$ cat config.mk
export PLATFORM = sky130hd
export DESIGN_NAME = traffic_light_monitor
export DESIGN_NICKNAME = d
export VERILOG_FILES = /design/src/rtl/traffic_light_pkg.sv /design/src/rtl/tl_phase_decoder.sv /design/src/rtl/traffic_light_monitor.sv
export SDC_FILE = /design/constraint.sdc
export NUM_CORES = 1
export LEC_CHECK = 0
export ABC_CLOCK_PERIOD_IN_PS = 7700
export BUFFER_PORTS_ARGS = -buffer_cell sky130_fd_sc_hd__buf_2
export CAP_MARGIN = 20
export CELL_PAD_IN_SITES_DETAIL_PLACEMENT = 1
export CELL_PAD_IN_SITES_GLOBAL_PLACEMENT = 2
export CORE_ASPECT_RATIO = 1.2
export CORE_UTILIZATION = 34
export CTS_CLUSTER_DIAMETER = 200
export DETAILED_ROUTE_END_ITERATION = 16
export PLACE_DENSITY_LB_ADDON = 0.1
export SETUP_SLACK_MARGIN = 0.15
export SKIP_CTS_REPAIR_TIMING = 1
export SLEW_MARGIN = 20
export SYNTH_ARGS = -nofsm -noshare
export SYNTH_HDL_FRONTEND = slang
export SYNTH_SLANG_ARGS = --single-unit
$ cat constraint.sdc
create_clock -name clk -period 7.7 [get_ports clk]
set_input_delay 1.155 -clock clk [delete_from_list [all_inputs] [get_ports clk]]
set_output_delay 1.155 -clock clk [all_outputs]
set_load 0.02 [all_outputs]
$ cat src/rtl/traffic_light_pkg.sv
// Shared types for the traffic light monitor: light patterns,
// phase encoding, monitor FSM states and error-flag bit indices.
package traffic_light_pkg;

  // Bus bit order: [3]=Left [2]=Green [1]=Yellow [0]=Red
  localparam logic [3:0] TL_RED = 4'b0001;
  localparam logic [3:0] TL_LG  = 4'b1000;
  localparam logic [3:0] TL_LY  = 4'b1010;
  localparam logic [3:0] TL_SG  = 4'b0100;
  localparam logic [3:0] TL_SY  = 4'b0010;

  typedef enum logic [2:0] {
    NS_LG, NS_LY, NS_SG, NS_SY,
    EW_LG, EW_LY, EW_SG, EW_SY
  } phase_e;

  typedef enum logic {
    SYNC,
    TRACK
  } mon_state_e;

  localparam int ERR_CONFLICT = 0;
  localparam int ERR_ILLEGAL  = 1;
  localparam int ERR_ORDER    = 2;
  localparam int ERR_TIMING   = 3;

  // {valid, index} of a non-red pair pattern within a half-cycle
  function automatic logic [2:0] pat_decode(
    input logic [3:0] p
  );
    logic [2:0] r;
    r = 3'b000;
    unique case (p)
      TL_LG:   r = 3'b100;
      TL_LY:   r = 3'b101;
      TL_SG:   r = 3'b110;
      TL_SY:   r = 3'b111;
      default: r = 3'b000;
    endcase
    return r;
  endfunction

endpackage

$ cat src/rtl/tl_phase_decoder.sv
// Combinational decode of the four light buses into a phase.
// Ports: north/south/east/west_tl in; legal, conflict, pair_mismatch, phase out.
module tl_phase_decoder
  import traffic_light_pkg::*;
(
  input  logic [3:0] north_tl,
  input  logic [3:0] south_tl,
  input  logic [3:0] east_tl,
  input  logic [3:0] west_tl,
  output logic       legal,
  output logic       conflict,
  output logic       pair_mismatch,
  output phase_e     phase
);

  logic [2:0] ns_d;
  logic [2:0] ew_d;

  assign pair_mismatch = (north_tl != south_tl)
                      || (east_tl != west_tl);
  assign conflict = (north_tl != TL_RED)
                 && (east_tl != TL_RED);

  always_comb begin
    ns_d  = pat_decode(north_tl);
    ew_d  = pat_decode(east_tl);
    legal = 1'b0;
    phase = NS_LG;
    if (!pair_mismatch) begin
      if (east_tl == TL_RED && ns_d[2]) begin
        legal = 1'b1;
        phase = phase_e'({1'b0, ns_d[1:0]});
      end else if (north_tl == TL_RED && ew_d[2]) begin
        legal = 1'b1;
        phase = phase_e'({1'b1, ew_d[1:0]});
      end
    end
  end

endmodule

$ cat src/rtl/traffic_light_monitor.sv
// Passive checker of intersection light order, dwell and conflicts.
// Ports: clk, reset (sync, active-low), north/south/east/west_tl in;
//   phase, locked, err_pulse, err_flags {timing,order,illegal,conflict},
//   cycle_count out. Macro TL_MON_CYCLE_CNT_EN builds the cycle counter.
module traffic_light_monitor
  import traffic_light_pkg::*;
#(
  parameter int LEFT_TIME   = 5,
  parameter int GREEN_TIME  = 5,
  parameter int YELLOW_TIME = 2
) (
  input  logic        clk,
  input  logic        reset,
  input  logic [3:0]  north_tl,
  input  logic [3:0]  south_tl,
  input  logic [3:0]  east_tl,
  input  logic [3:0]  west_tl,
  output logic [2:0]  phase,
  output logic        locked,
  output logic        err_pulse,
  output logic [3:0]  err_flags,
  output logic [15:0] cycle_count
);

  if (LEFT_TIME < 1 || LEFT_TIME > 254 ||
      GREEN_TIME < 1 || GREEN_TIME > 254 ||
      YELLOW_TIME < 1 || YELLOW_TIME > 254) begin : g_bad_param
    $error("traffic_light_monitor: dwell params must be 1..254");
  end

  function automatic logic [7:0] req_dwell(
    input logic [2:0] p
  );
    logic [7:0] r;
    unique case (p[1:0])
      2'd0:    r = 8'(LEFT_TIME);
      2'd2:    r = 8'(GREEN_TIME);
      default: r = 8'(YELLOW_TIME);
    endcase
    return r;
  endfunction

  logic       dec_legal;
  logic       dec_conflict;
  logic       dec_mismatch;
  phase_e     dec_phase;

  mon_state_e state_q, state_d;
  logic [2:0] phase_q, phase_d;
  logic [7:0] dwell_q, dwell_d;
  logic       qual_q, qual_d;
  logic [3:0] flags_q;
  logic       pulse_q;
  logic [3:0] err_d;
  logic       held;
  logic [7:0] req;

  tl_phase_decoder u_dec (
    .north_tl      (north_tl),
    .south_tl      (south_tl),
    .east_tl       (east_tl),
    .west_tl       (west_tl),
    .legal         (dec_legal),
    .conflict      (dec_conflict),
    .pair_mismatch (dec_mismatch),
    .phase         (dec_phase)
  );

  always_ff @(posedge clk) begin
    if (!reset) begin
      state_q <= SYNC;
      phase_q <= '0;
      dwell_q <= '0;
      qual_q  <= 1'b0;
      flags_q <= '0;
      pulse_q <= 1'b0;
    end else begin
      state_q <= state_d;
      phase_q <= phase_d;
      dwell_q <= dwell_d;
      qual_q  <= qual_d;
      flags_q <= flags_q | err_d;
      pulse_q <= |err_d;
    end
  end

  always_comb begin
    state_d = state_q;
    unique case (state_q)
      SYNC:  if (dec_legal) state_d = TRACK;
      TRACK: if (|err_d) state_d = SYNC;
    endcase
  end

  // Error priority chain plus segment/dwell bookkeeping
  always_comb begin
    held    = (dec_phase == phase_q);
    req     = req_dwell(phase_q);
    err_d   = '0;
    phase_d = phase_q;
    dwell_d = dwell_q;
    qual_d  = qual_q;
    if (state_q == TRACK) begin
      if (dec_conflict)
        err_d[ERR_CONFLICT] = 1'b1;
      else if (dec_mismatch || !dec_legal)
        err_d[ERR_ILLEGAL] = 1'b1;
      else if (!held && dec_phase != phase_q + 3'd1)
        err_d[ERR_ORDER] = 1'b1;
      else if (qual_q && held && dwell_q >= req)
        err_d[ERR_TIMING] = 1'b1;
      else if (qual_q && !held && dwell_q < req)
        err_d[ERR_TIMING] = 1'b1;
    end
    unique case (state_q)
      SYNC: begin
        if (dec_legal) begin
          phase_d = dec_phase;
          dwell_d = 8'd1;
          qual_d  = 1'b0;
        end
      end
      TRACK: begin
        if (err_d == '0) begin
          if (held) begin
            if (dwell_q != 8'hFF)
              dwell_d = dwell_q + 8'd1;
          end else begin
            phase_d = dec_phase;
            dwell_d = 8'd1;
            qual_d  = 1'b1;
          end
        end
      end
    endcase
  end

`ifdef TL_MON_CYCLE_CNT_EN
  logic [15:0] cnt_q;
  logic        wrap;

  assign wrap = (state_q == TRACK) && (err_d == '0)
             && (phase_q == EW_SY) && (dec_phase == NS_LG);

  always_ff @(posedge clk) begin
    if (!reset)
      cnt_q <= '0;
    else if (wrap)
      cnt_q <= cnt_q + 16'd1;
  end

  assign cycle_count = cnt_q;
`else
  assign cycle_count = '0;
`endif

  assign phase     = phase_q;
  assign locked    = (state_q == TRACK);
  assign err_pulse = pulse_q;
  assign err_flags = flags_q;

endmodule

Yosys cells after proc, flatten, opt, wreduce, memory -nomap -nowiden
Cells that the tools add are included.

Output and inout bits: 25. Bits in registers: 18. Input bits: 18.

Order comparisons: 2. Mux-type cells: 34. $add $sub $neg: 2. Reduce and logical (&&, ||, !) cells: 18. Bitwise operators: 2. Eq/ne operators: 22.

Operator list (number): $mux W8 (4); $mux W3 (8); $pmux W3 S4 (2); $eq A4 B4 Y1 const B (4); $pmux W8 S2 (1); $mux W1 (14); $add A8 B1 Y8 const B (1); $eq A4 B1 Y1 const B (2); $eq A4 B2 Y1 const B (2); $eq A4 B3 Y1 const B (2); $ge A8 B8 Y1 (1); $logic_and A1 B1 Y1 (8); $lt A8 B8 Y1 (1); $ne A4 B1 Y1 const B (2); $ne A4 B4 Y1 (2); $ne A8 B8 Y1 const B (1); $pmux W3 S2 (1); $reduce_and A3 Y1 (2); $logic_not A4 Y1 (1); $mux W4 (1); $ne A2 B2 Y1 const B (2); $or A4 B4 Y4 (1); $pmux W1 S2 (2); $reduce_or A4 Y1 (1); other kinds (12) (14).

Longest topological paths before layout
Gate-level depths: netlist of the first run.

Depth in word-level cells: 19. Mapped depth: 11.

Cells and area by module
A second synthesis of the first run with hierarchy kept.

Cell total of the unflattened synthesis: 177. Area total of the unflattened synthesis: 1554.0 um^2.

By module, submodules not included: traffic_light_monitor (cells each 147, instances 1, sequential area each 360.3 um^2, area each 1296.2 um^2); tl_phase_decoder (cells each 30, instances 1, sequential area each 0.0 um^2, area each 257.7 um^2).

Least setup slack after synthesis of the first run
Ideal clock, no wire load.

Path kind: input to register. Start point: in east_tl[1]. End point: reg phase_q[0] (netlist: phase[0]). Data required time: 7635 ps. Setup time: 65 ps. Arrival: 3640 ps. Setup slack: 3995 ps. Stages on the path: 9. Path through: clkbuf_1 or4b_4 nor4_2 o211ai_1 a22o_4 o2111a_1 a311oi_4 mux2_4 nor2_1.

Longest elaborated chain between the ends: 19.

RTL lines: start, declared (line traffic_light_monitor.sv:16) `input logic [3:0] east_tl,`; $eq A4 B2 Y1, or another cell as far along (line traffic_light_pkg.sv:33) `unique case (p)`; $pmux W3 S4 (line traffic_light_pkg.sv:33); $logic_and A1 B1 Y1 (line tl_phase_decoder.sv:33) `end else if (north_tl == TL_RED && ew_d[2]) begin`; $mux W3 (line tl_phase_decoder.sv:33); $mux W3 (line tl_phase_decoder.sv:30) `if (east_tl == TL_RED && ns_d[2]) begin`; $mux W3 (line tl_phase_decoder.sv:29) `if (!pair_mismatch) begin`; $eq A3 B3 Y1 (line traffic_light_monitor.sv:97) `held = (dec_phase == phase_q);`; $logic_not A1 Y1 (line traffic_light_monitor.sv:108, traffic_light_monitor.sv:112); [... 3 more ...]; $mux W1 (line traffic_light_monitor.sv:110) `else if (qual_q && held && dwell_q >= req)`; $mux W1 (line traffic_light_monitor.sv:108) `else if (!held && dec_phase != phase_q + 3'd1)`; $mux W2 (line traffic_light_monitor.sv:106) `else if (dec_mismatch || !dec_legal)`; $mux W3 (line traffic_light_monitor.sv:104) `if (dec_conflict)`; $mux W4 (line traffic_light_monitor.sv:103) `if (state_q == TRACK) begin`; $logic_not A4 Y1 (line traffic_light_monitor.sv:124) `if (err_d == '0) begin`; $ne A2 B1 Y1 (no line); $reduce_and A3 Y1 (no line); end signal, assigned (line traffic_light_monitor.sv:79) `phase_q <= phase_d;`; end, declared (line traffic_light_monitor.sv:49) `logic [2:0] phase_q, phase_d;`.

Several ways; a longest one is shown, not always the timed one. The select of a mux whose other input is x is not followed. A chain may end at the register's enable or synchronous reset.

Worst setup path in the final report of the first run
Start point: in east_tl[2]. End point: reg phase_q[0] (netlist: phase[0]).

The elaborated chain is that of the path after synthesis.

==> flow_metrics.py, run 1 <==
metrics = {
    "layout": {
        "nNetsFinal": 236,
        "area.growth.synth_to_final_pct": 10.3,
        "seq_area_um2": 360,
        "drive_above_1_share": 0.243,
        "multi_input_area_um2": 1190,
        "antenna_cells": 0,
        "nFillCells": 568,
        "final_util": 0.395,
    },
    "drt": {
        "drtIter0Drc": 41,
        "drc_errors": 0,
        "viasPerCell": 5.34,
        "wl_um": 4300,
        "ant_nets": 0,
        "vias": 1432,
        "wl_per_cell_um": 16.1,
        "dr.pass1.iters": 4,
    },
    "min_path": {
        "hp-class": "reg -> reg",
    },
    "setup_path": {
        "crit_chain": "buf_2 > or4b_4 > nor4b_2 > o211a_1 > nand4_2 > o2111a_1 > a311oi_4 > mux2_4 > nor2_1",
        "cp-start-kind": "input port",
        "cp.arrival_ps": 4060,
        "cp.required_ps": 7890,
        "crit_slowest_cell": "or4b_4",
        "critPathKind": "in -> reg",
        "max_stage_delay_ps": 580,
        "crit_fanout": 10,
        "end_kind": "flop",
    },
    "cts": {
        "cts_inserted_buffers": 3,
        "cts.htree.levels": 1,
        "cts_buffer_depth": 2,
        "cts.clk_slew.worst_paths_ps": 80,
        "cts_root_buf": "clkbuf_8",
        "clock_sinks": 18,
        "cts_tree": "yes",
        "clock_latency_ps": 250,
    },
    "sta": {
        "hold_violations": 0,
        "post-route-period-util": 0.502,
        "slew_viol_final": 0,
        "hold_ws_ps": 474,
        "relSlewSlack": 0.609,
        "rsz0062_at_grt": "false",
        "setup_tns_ps": 0,
        "finClkSkew_ps": 2.42,
        "setup_viol": 0,
        "worstMarginPinSlew_ps": 581,
        "period_minus_slack_ps": 3870,
        "clock.fmax_mhz": 258,
    },
    "synth": {
        "yosys_warnings": 0,
        "ys_seq_elements": 18,
        "synth-seq-area-share": 0.217,
        "synthDistinctLibCells": 55,
        "synth_cells": 186,
        "synth.cell_area_um2": 1660,
        "synth-main-ff-cell": "dfxtp_1",
        "async_flop_share": 0,
        "synth-edff-count": 0,
        "syn_area_per_cell_um2": 8.91,
    },
    "grt": {
        "grt_use_total": 0.176,
        "grt_pass1_vias": 1473,
        "antenna_found_initial": 0,
        "grt_max_degree": 13,
        "grt_pass1_wl_um": 7110,
        "grt.overflow.total": 0,
    },
    "floorplan": {
        "num_io_pins": 43,
        "start_util": 0.358,
        "core_um2": 4630,
        "die_y_um": 78.5,
        "dieArea_um2": 5160,
        "die_x_um": 65.7,
        "row_count": 27,
    },
    "status": {
        "status": "completed",
    },
    "power": {
        "p_leak_nw": 0.753,
        "power_density_nw_per_um2": 111,
        "irDropWorstVdd_mv": 0.0607,
    },
    "placed_design": {
        "port_buffers": 26,
        "hpwl_um": 3490,
        "place.gp.congestion": 0.747,
    },
    "run": {
        "maxCapViolations": 0,
    },
}
## worst paths after layout
path / depth (start not counted) / slack [ps] / from / endpoint
worst min-delay path: 2 / 470 / err_flags[1] / err_flags[1]
worst min register to register: 2 / 470 / err_flags[1] / err_flags[1]
worst max-delay path: 9 / 3830 / east_tl[2] / phase[0]
worst max register to register: 11 / 4480 / phase[1] / phase[0]
## flip-flops by register name (all words and copies together), names as in the netlist
signal,flops
dwell_q,8
err_flags,4
err_pulse,1
locked,1
phase,3
qual_q,1
## cell type report
type / count / area share
Clock buffer: 4 / 0.0301
Inverter: 5 / 0.0103
Multi-Input combinational cell: 157 / 0.652
Sequential cell: 18 / 0.197
Tap cell: 58 / 0.0397
Timing Repair Buffer: 26 / 0.0711
## metal layers
metal,routed length (µm),GRT usage,vias to the layer above
li1,-,-,716
met4,61,0.0370,0
met3,72,0.0189,4
met5,0,0,-
met1,1750,0.202,692
met2,2420,0.337,20
## through the flow
stage | area, µm² | cells | total power, W | setup slack (ps)
floorplan | 1710 | 201 | 0.000122 | 4000
global placement | 1770 | 264 | 0.000125 | 3680
detailed placement | 1770 | 264 | 0.000126 | 3580
CTS | 1830 | 268 | 0.000205 | 3830
global route | 1830 | 268 | 0.000212 | 3610
finish | 1830 | 268 | 0.000202 | 3830
## critical path: cells and delay by family
kind                   cells  cell delay [ps]
AOI/OAI and AO/OA          3             1170
muxes                      1              340
and+or+nand+nor            4             1250
buffers and inverters      1              140
## kinds of logic after synthesis
group | after synthesis | synth area share
multiplexers | 3 | 0.0219
XOR/XNOR | 12 | 0.0679
AND/OR/NAND/NOR | 69 | 0.295
AO/OA/AOI/OAI | 50 | 0.245
adder cells (fa/ha/maj) | 7 | 0.0528
flip-flops | 18 | 0.217
other | 1 | 0.00226
buffers and inverters | 26 | 0.0974
## report_power, final
group	leakage (nW)	internal, W	switching [W]
registers	0.145	0.0000930	0.00000000943
clock network	0.0288	0.0000454	0.0000336
logic	0.580	0.00000883	0.0000215
total	0.753	0.000147	0.0000551
## cell usage after synthesis (2+ instances only)
master	instances	area, µm²
nand3_1	5	25.0
a21oi_1	9	45.0
or3b_1	3	26.3
o21a_1	5	37.5
or2_2	2	12.5
clkbuf_1	4	15.0
nor2_1	13	48.8
ha_1	7	87.6
nor4_1	2	12.5
nand4_1	3	18.8
nand3b_1	5	37.5
xor2_1	9	78.8
nand2_1	8	30.0
nor4_4	3	63.8
or4b_4	2	27.5
dfxtp_1	18	360
o211ai_1	7	52.6
o21ai_1	6	30.0
a211oi_1	3	22.5
nand4b_1	2	17.5
o21ai_0	2	10.0
nor3_1	3	15.0
a31oi_1	4	25.0
xnor2_1	2	17.5
nand2b_1	3	18.8
inv_1	5	18.8
buf_4	17	128
and3_1	5	31.3
o211a_1	2	20.0
o2111a_1	2	22.5
## placed cells by master, fill, tap and decap left out, drive strengths merged, types with 3 or more instances in the layout
| cell | Yosys | layout |
|---|---|---|
| nor4 | 6 | 6 |
| nor2 | 13 | 13 |
| o21a | 5 | 5 |
| conb | 1 | 16 |
| ha | 7 | 7 |
| nand3b | 5 | 5 |
| or3b | 3 | 3 |
| xor2 | 9 | 9 |
| buf | 17 | 26 |
| nand4 | 4 | 4 |
| o211ai | 8 | 8 |
| nand2 | 8 | 8 |
| dfxtp | 18 | 18 |
| nand2b | 3 | 3 |
| o21ai | 8 | 8 |
| a31oi | 5 | 5 |
| a21oi | 9 | 9 |
| nand3 | 5 | 5 |
| xnor2 | 3 | 3 |
| inv | 5 | 5 |
| a211oi | 3 | 3 |
| clkbuf | 4 | 4 |
| and3 | 5 | 5 |
| nor3 | 4 | 4 |
Note: power is estimated with default switching activity, not from simulation.
==> inputs of run 2 (changes only) <==
--- a/config.mk
+++ b/config.mk
@@ -5,13 +5,13 @@
 export SDC_FILE = /design/constraint.sdc
 export NUM_CORES = 1
 export LEC_CHECK = 0
-export ABC_CLOCK_PERIOD_IN_PS = 7700
+export ABC_CLOCK_PERIOD_IN_PS = 3800
 export BUFFER_PORTS_ARGS = -buffer_cell sky130_fd_sc_hd__buf_2
 export CAP_MARGIN = 20
 export CELL_PAD_IN_SITES_DETAIL_PLACEMENT = 1
 export CELL_PAD_IN_SITES_GLOBAL_PLACEMENT = 2
 export CORE_ASPECT_RATIO = 1.2
-export CORE_UTILIZATION = 34
+export CORE_UTILIZATION = 31
 export CTS_CLUSTER_DIAMETER = 200
 export DETAILED_ROUTE_END_ITERATION = 16
 export PLACE_DENSITY_LB_ADDON = 0.1
==> constraint.sdc (replaced) <==
create_clock -name clk -period 3.8 [get_ports clk]
set_input_delay 0.57 -clock clk [delete_from_list [all_inputs] [get_ports clk]]
set_output_delay 0.57 -clock clk [all_outputs]
set_load 0.02 [all_outputs]
==> flow_metrics.py, run 2 (synthesized netlist as in run 1, its figures left out) <==
metrics = {
    "status": {
        "status": "completed",
    },
    "layout": {
        "top_register": "dwell_q",
        "nNetsFinal": 237,
        "layout_common_cells": "buf_2, dfxtp_1, conb_1",
        "drive_above_1_share": 0.246,
        "antenna_cells": 0,
        "final_common_cell": "buf_2",
        "post-route-cell-area_um2": 1840,
        "area.growth.synth_to_final_pct": 10.9,
        "nFillCells": 622,
        "fin_cells": 271,
        "largest_reg_flops": 8,
    },
    "placed_design": {
        "place.gp.congestion": 0.751,
        "dpl_cell_area_um2": 1780,
        "dp.cells": 267,
        "port_buffers": 26,
        "hpwl_um": 3520,
    },
    "cts": {
        "cts_tree": "yes",
        "cts_buffer_depth": 2,
        "cts_root_buf": "clkbuf_8",
        "cts.clk_slew.worst_paths_ps": 70,
        "clock_sinks": 18,
        "cts_inserted_buffers": 3,
        "clock_latency_ps": 260,
        "cts.htree.levels": 1,
    },
    "setup_path": {
        "cp-start-kind": "flop",
        "regToRegSetupSlack_ps": 640,
        "cp.required_ps": 4000,
        "crit_fanout": 9,
        "end_kind": "flop",
        "critPathKind": "reg -> reg",
        "cp.arrival_ps": 3360,
    },
    "grt": {
        "grt_pass1_wl_um": 7130,
        "grt.overflow.total": 0,
        "grt_pass1_vias": 1458,
        "grt_use_total": 0.171,
        "antenna_found_initial": 0,
        "grt_max_degree": 13,
    },
    "sta": {
        "hold_violations": 0,
        "post-route-period-util": 0.833,
        "clock.fmax_mhz": 316,
        "setup_tns_ps": 0,
        "slew_viol_final": 0,
        "relSlewSlack": 0.610,
        "worstMarginPinSlew_ps": 579,
        "setup_viol": 0,
        "hold_ws_ps": 479,
        "rsz0062_at_grt": "false",
        "period_minus_slack_ps": 3160,
        "finClkSkew_ps": 1.84,
    },
    "drt": {
        "drtIter0Drc": 41,
        "viasPerCell": 5.34,
        "wl_um": 4300,
        "dr.pass1.iters": 4,
        "ant_nets": 0,
        "vias": 1447,
        "drc_errors": 0,
        "wl_per_cell_um": 15.9,
    },
    "floorplan": {
        "num_io_pins": 43,
        "core_um2": 5040,
        "die_y_um": 82.1,
        "die_x_um": 68.8,
        "dieArea_um2": 5650,
        "row_count": 28,
        "start_util": 0.329,
    },
    "min_path": {
        "hp-class": "reg -> reg",
    },
    "run": {
        "maxCapViolations": 0,
    },
    "power": {
        "p_leak_nw": 0.759,
        "power_density_nw_per_um2": 223,
        "p_total_w": 0.000411,
        "irDropWorstVdd_mv": 0.138,
    },
}
run 2: stage by stage:
step / setup WS, ps / utilization
final: 636 / 0.365
after global routing: 415 / 0.365
after CTS: 577 / 0.365
after detailed placement: 376 / 0.354
after global placement: 388 / 0.354
after floorplan: 680 / -
run 2: final cells by class:
class / count / area [µm²] / area share
inverter: 5 / 18.8 / 0.0102
clock buffer: 4 / 55.1 / 0.0299
multi-input combinational: 157 / 1190 / 0.648
sequential: 18 / 360 / 0.196
timing repair buffer: 27 / 138 / 0.0748
tap: 60 / 75.1 / 0.0408
run 2: final timing paths:
| kind | start | end | cells past startpoint |
|---|---|---|---|
| setup reg to reg | phase[1] | phase[0] | 11 |
| setup / recovery | phase[1] | phase[0] | 11 |
| hold / removal | err_flags[3] | err_flags[3] | 1 |
| hold reg to reg | err_flags[3] | err_flags[3] | 1 |
run 2: metal layers:
metal,vias up,track usage,part of all wire
met3,4,0.0165,0.016
met1,701,0.194,0.41
met4,0,0.0551,0.014
met2,21,0.326,0.56
met5,-,0,0
li1,721,-,-
run 2: worst max-delay path: stages, from the launching register on:
cell and delay, ps:
dfxtp_1 490, inv_1 120, ha_1 190, or2_2 280, ha_1 280, nand3b_1 100
o211ai_1 290, nand4_2 220, o2111a_1 220, a311oi_4 500, mux2_4 340, nor2_1 70
run 2: where the power goes:
group	switching [W]	internal, W
Clock	0.0000682	0.0000922
Sequential	0.0000000197	0.000188
Combinational	0.0000439	0.0000179
Total	0.000112	0.000299
==> inputs of run 3 (changes only) <==
--- a/config.mk
+++ b/config.mk
@@ -5,13 +5,13 @@
 export SDC_FILE = /design/constraint.sdc
 export NUM_CORES = 1
 export LEC_CHECK = 0
-export ABC_CLOCK_PERIOD_IN_PS = 3800
+export ABC_CLOCK_PERIOD_IN_PS = 2600
 export BUFFER_PORTS_ARGS = -buffer_cell sky130_fd_sc_hd__buf_2
 export CAP_MARGIN = 20
 export CELL_PAD_IN_SITES_DETAIL_PLACEMENT = 1
 export CELL_PAD_IN_SITES_GLOBAL_PLACEMENT = 2
 export CORE_ASPECT_RATIO = 1.2
-export CORE_UTILIZATION = 31
+export CORE_UTILIZATION = 28
 export CTS_CLUSTER_DIAMETER = 200
 export DETAILED_ROUTE_END_ITERATION = 16
 export PLACE_DENSITY_LB_ADDON = 0.1
==> constraint.sdc (replaced) <==
create_clock -name clk -period 2.6 [get_ports clk]
set_input_delay 0.39 -clock clk [delete_from_list [all_inputs] [get_ports clk]]
set_output_delay 0.39 -clock clk [all_outputs]
set_load 0.02 [all_outputs]
==> flow_metrics.py, run 3 (synthesized netlist as in run 1, its figures left out) <==
metrics = {
    "grt": {
        "grt_pass1_vias": 1674,
        "grt_use_total": 0.164,
        "grt.overflow.total": 0,
        "grt_pass1_wl_um": 8040,
        "antenna_found_initial": 0,
        "grt_max_degree": 13,
    },
    "floorplan": {
        "core_um2": 5670,
        "die_x_um": 72.2,
        "row_count": 30,
        "dieArea_um2": 6230,
        "start_util": 0.292,
        "die_y_um": 86.3,
        "num_io_pins": 43,
    },
    "placed_design": {
        "place_ws_ps": -314,
        "port_buffers": 26,
        "place.gp.congestion": 0.830,
        "hpwl_um": 4110,
    },
    "layout": {
        "nNetsFinal": 283,
        "final_util": 0.414,
        "drive_above_1_share": 0.436,
        "final_common_cell": "buf_4",
        "top_register": "dwell_q",
        "antenna_cells": 0,
        "largest_reg_flops": 8,
        "nFillCells": 685,
        "layout_common_cells": "buf_4, buf_2, conb_1, dfxtp_1, nor2_1",
        "area.growth.synth_to_final_pct": 41.4,
    },
    "sta": {
        "setup_viol": 10,
        "hold_ws_ps": 462,
        "period_minus_slack_ps": 2700,
        "clock.fmax_mhz": 371,
        "post-route-period-util": 1.04,
        "relSlewSlack": 0.604,
        "rsz0062_at_grt": "true",
        "finClkSkew_ps": 1.81,
        "hold_violations": 0,
        "slew_viol_final": 0,
        "setup_slack_ps": -95.6,
        "worstMarginPinSlew_ps": 589,
    },
    "min_path": {
        "hp-class": "in -> reg",
    },
    "cts": {
        "cts.clk_slew.worst_paths_ps": 70,
        "cts.htree.levels": 1,
        "clock_sinks": 18,
        "cts_buffer_depth": 2,
        "clock_latency_ps": 260,
        "cts_root_buf": "clkbuf_8",
        "cts_tree": "yes",
        "cts_inserted_buffers": 3,
    },
    "power": {
        "irDropWorstVdd_mv": 0.134,
        "power_density_nw_per_um2": 269,
        "p_total_w": 0.000631,
        "p_leak_nw": 1.00,
    },
    "setup_path": {
        "crit_fanout": 4,
        "cp-start-kind": "input port",
        "cp.required_ps": 2800,
        "cp.arrival_ps": 2890,
        "end_kind": "flop",
        "critPathKind": "in -> reg",
    },
    "drt": {
        "dr.pass1.iters": 4,
        "drc_errors": 0,
        "viasPerCell": 4.91,
        "drtIter0Drc": 34,
        "wl_per_cell_um": 15.2,
        "wl_um": 5120,
        "ant_nets": 0,
        "vias": 1655,
    },
    "status": {
        "status": "finished with violations",
        "violations": "negative setup slack",
    },
    "run": {
        "maxCapViolations": 0,
    },
}
## run 3: changes by cell type in the layout (fill, tap and decap cells not counted), moves of 2 or more
cell	change
ha_1	-3
ha_4	+2
inv_1	-2
buf_4	+42
buf_2	-3
o21ai_1	-2
dfxtp_2	+2
dfxtp_1	-2
buf_6	+7
o21ai_2	+2
## run 3: worst paths after layout
kind / startpoint / end / slack (ps) / cells past startpoint
worst min register to register: err_flags[3] / err_flags[3] / 480 / 1
worst max register to register: phase[0] / phase[0] / -90 / 11
worst min-delay path: reset / err_flags[3] / 460 / 2
worst max-delay path: north_tl[2] / phase[0] / -100 / 9
## run 3: stage by stage
step	instance area (µm²)	std cells	TNS (ps)
2_1_floorplan	1730	201	-1150
3_3_place_gp	2100	324	-2820
5_1_grt	2340	337	-1490
6_report	2340	337	-392
4_1_cts	2150	328	-2140
3_5_place_dp	2100	324	-3510
## run 3: power by group
group          leakage (nW)  internal, W  switching [W]
combinational         0.829    0.0000430      0.0000712
clock                0.0288     0.000135       0.000107
sequential            0.146     0.000275   0.0000000256
## run 3: critical path: stages
cell	delay (ps)
buf_6	90
or4b_4	570
nor4_4	330
o211ai_1	150
a22o_4	280
o2111a_1	280
a311oi_4	390
mux2_4	330
nor2_1	80
## run 3: layer usage
metal  track usage  wire (µm)
met3        0.0186         96
met2         0.314       2840
met5             0          0
met1         0.186       2080
met4        0.0535        104
## run 3: cell type report
class,instances,area [µm²],share of cell area
Multi-Input combinational cell,157,1290,0.550
Timing Repair Buffer,73,517,0.220
Sequential cell,18,363,0.155
Tap cell,80,100,0.0427
Clock buffer,4,55.1,0.0235
Inverter,5,21.3,0.00907
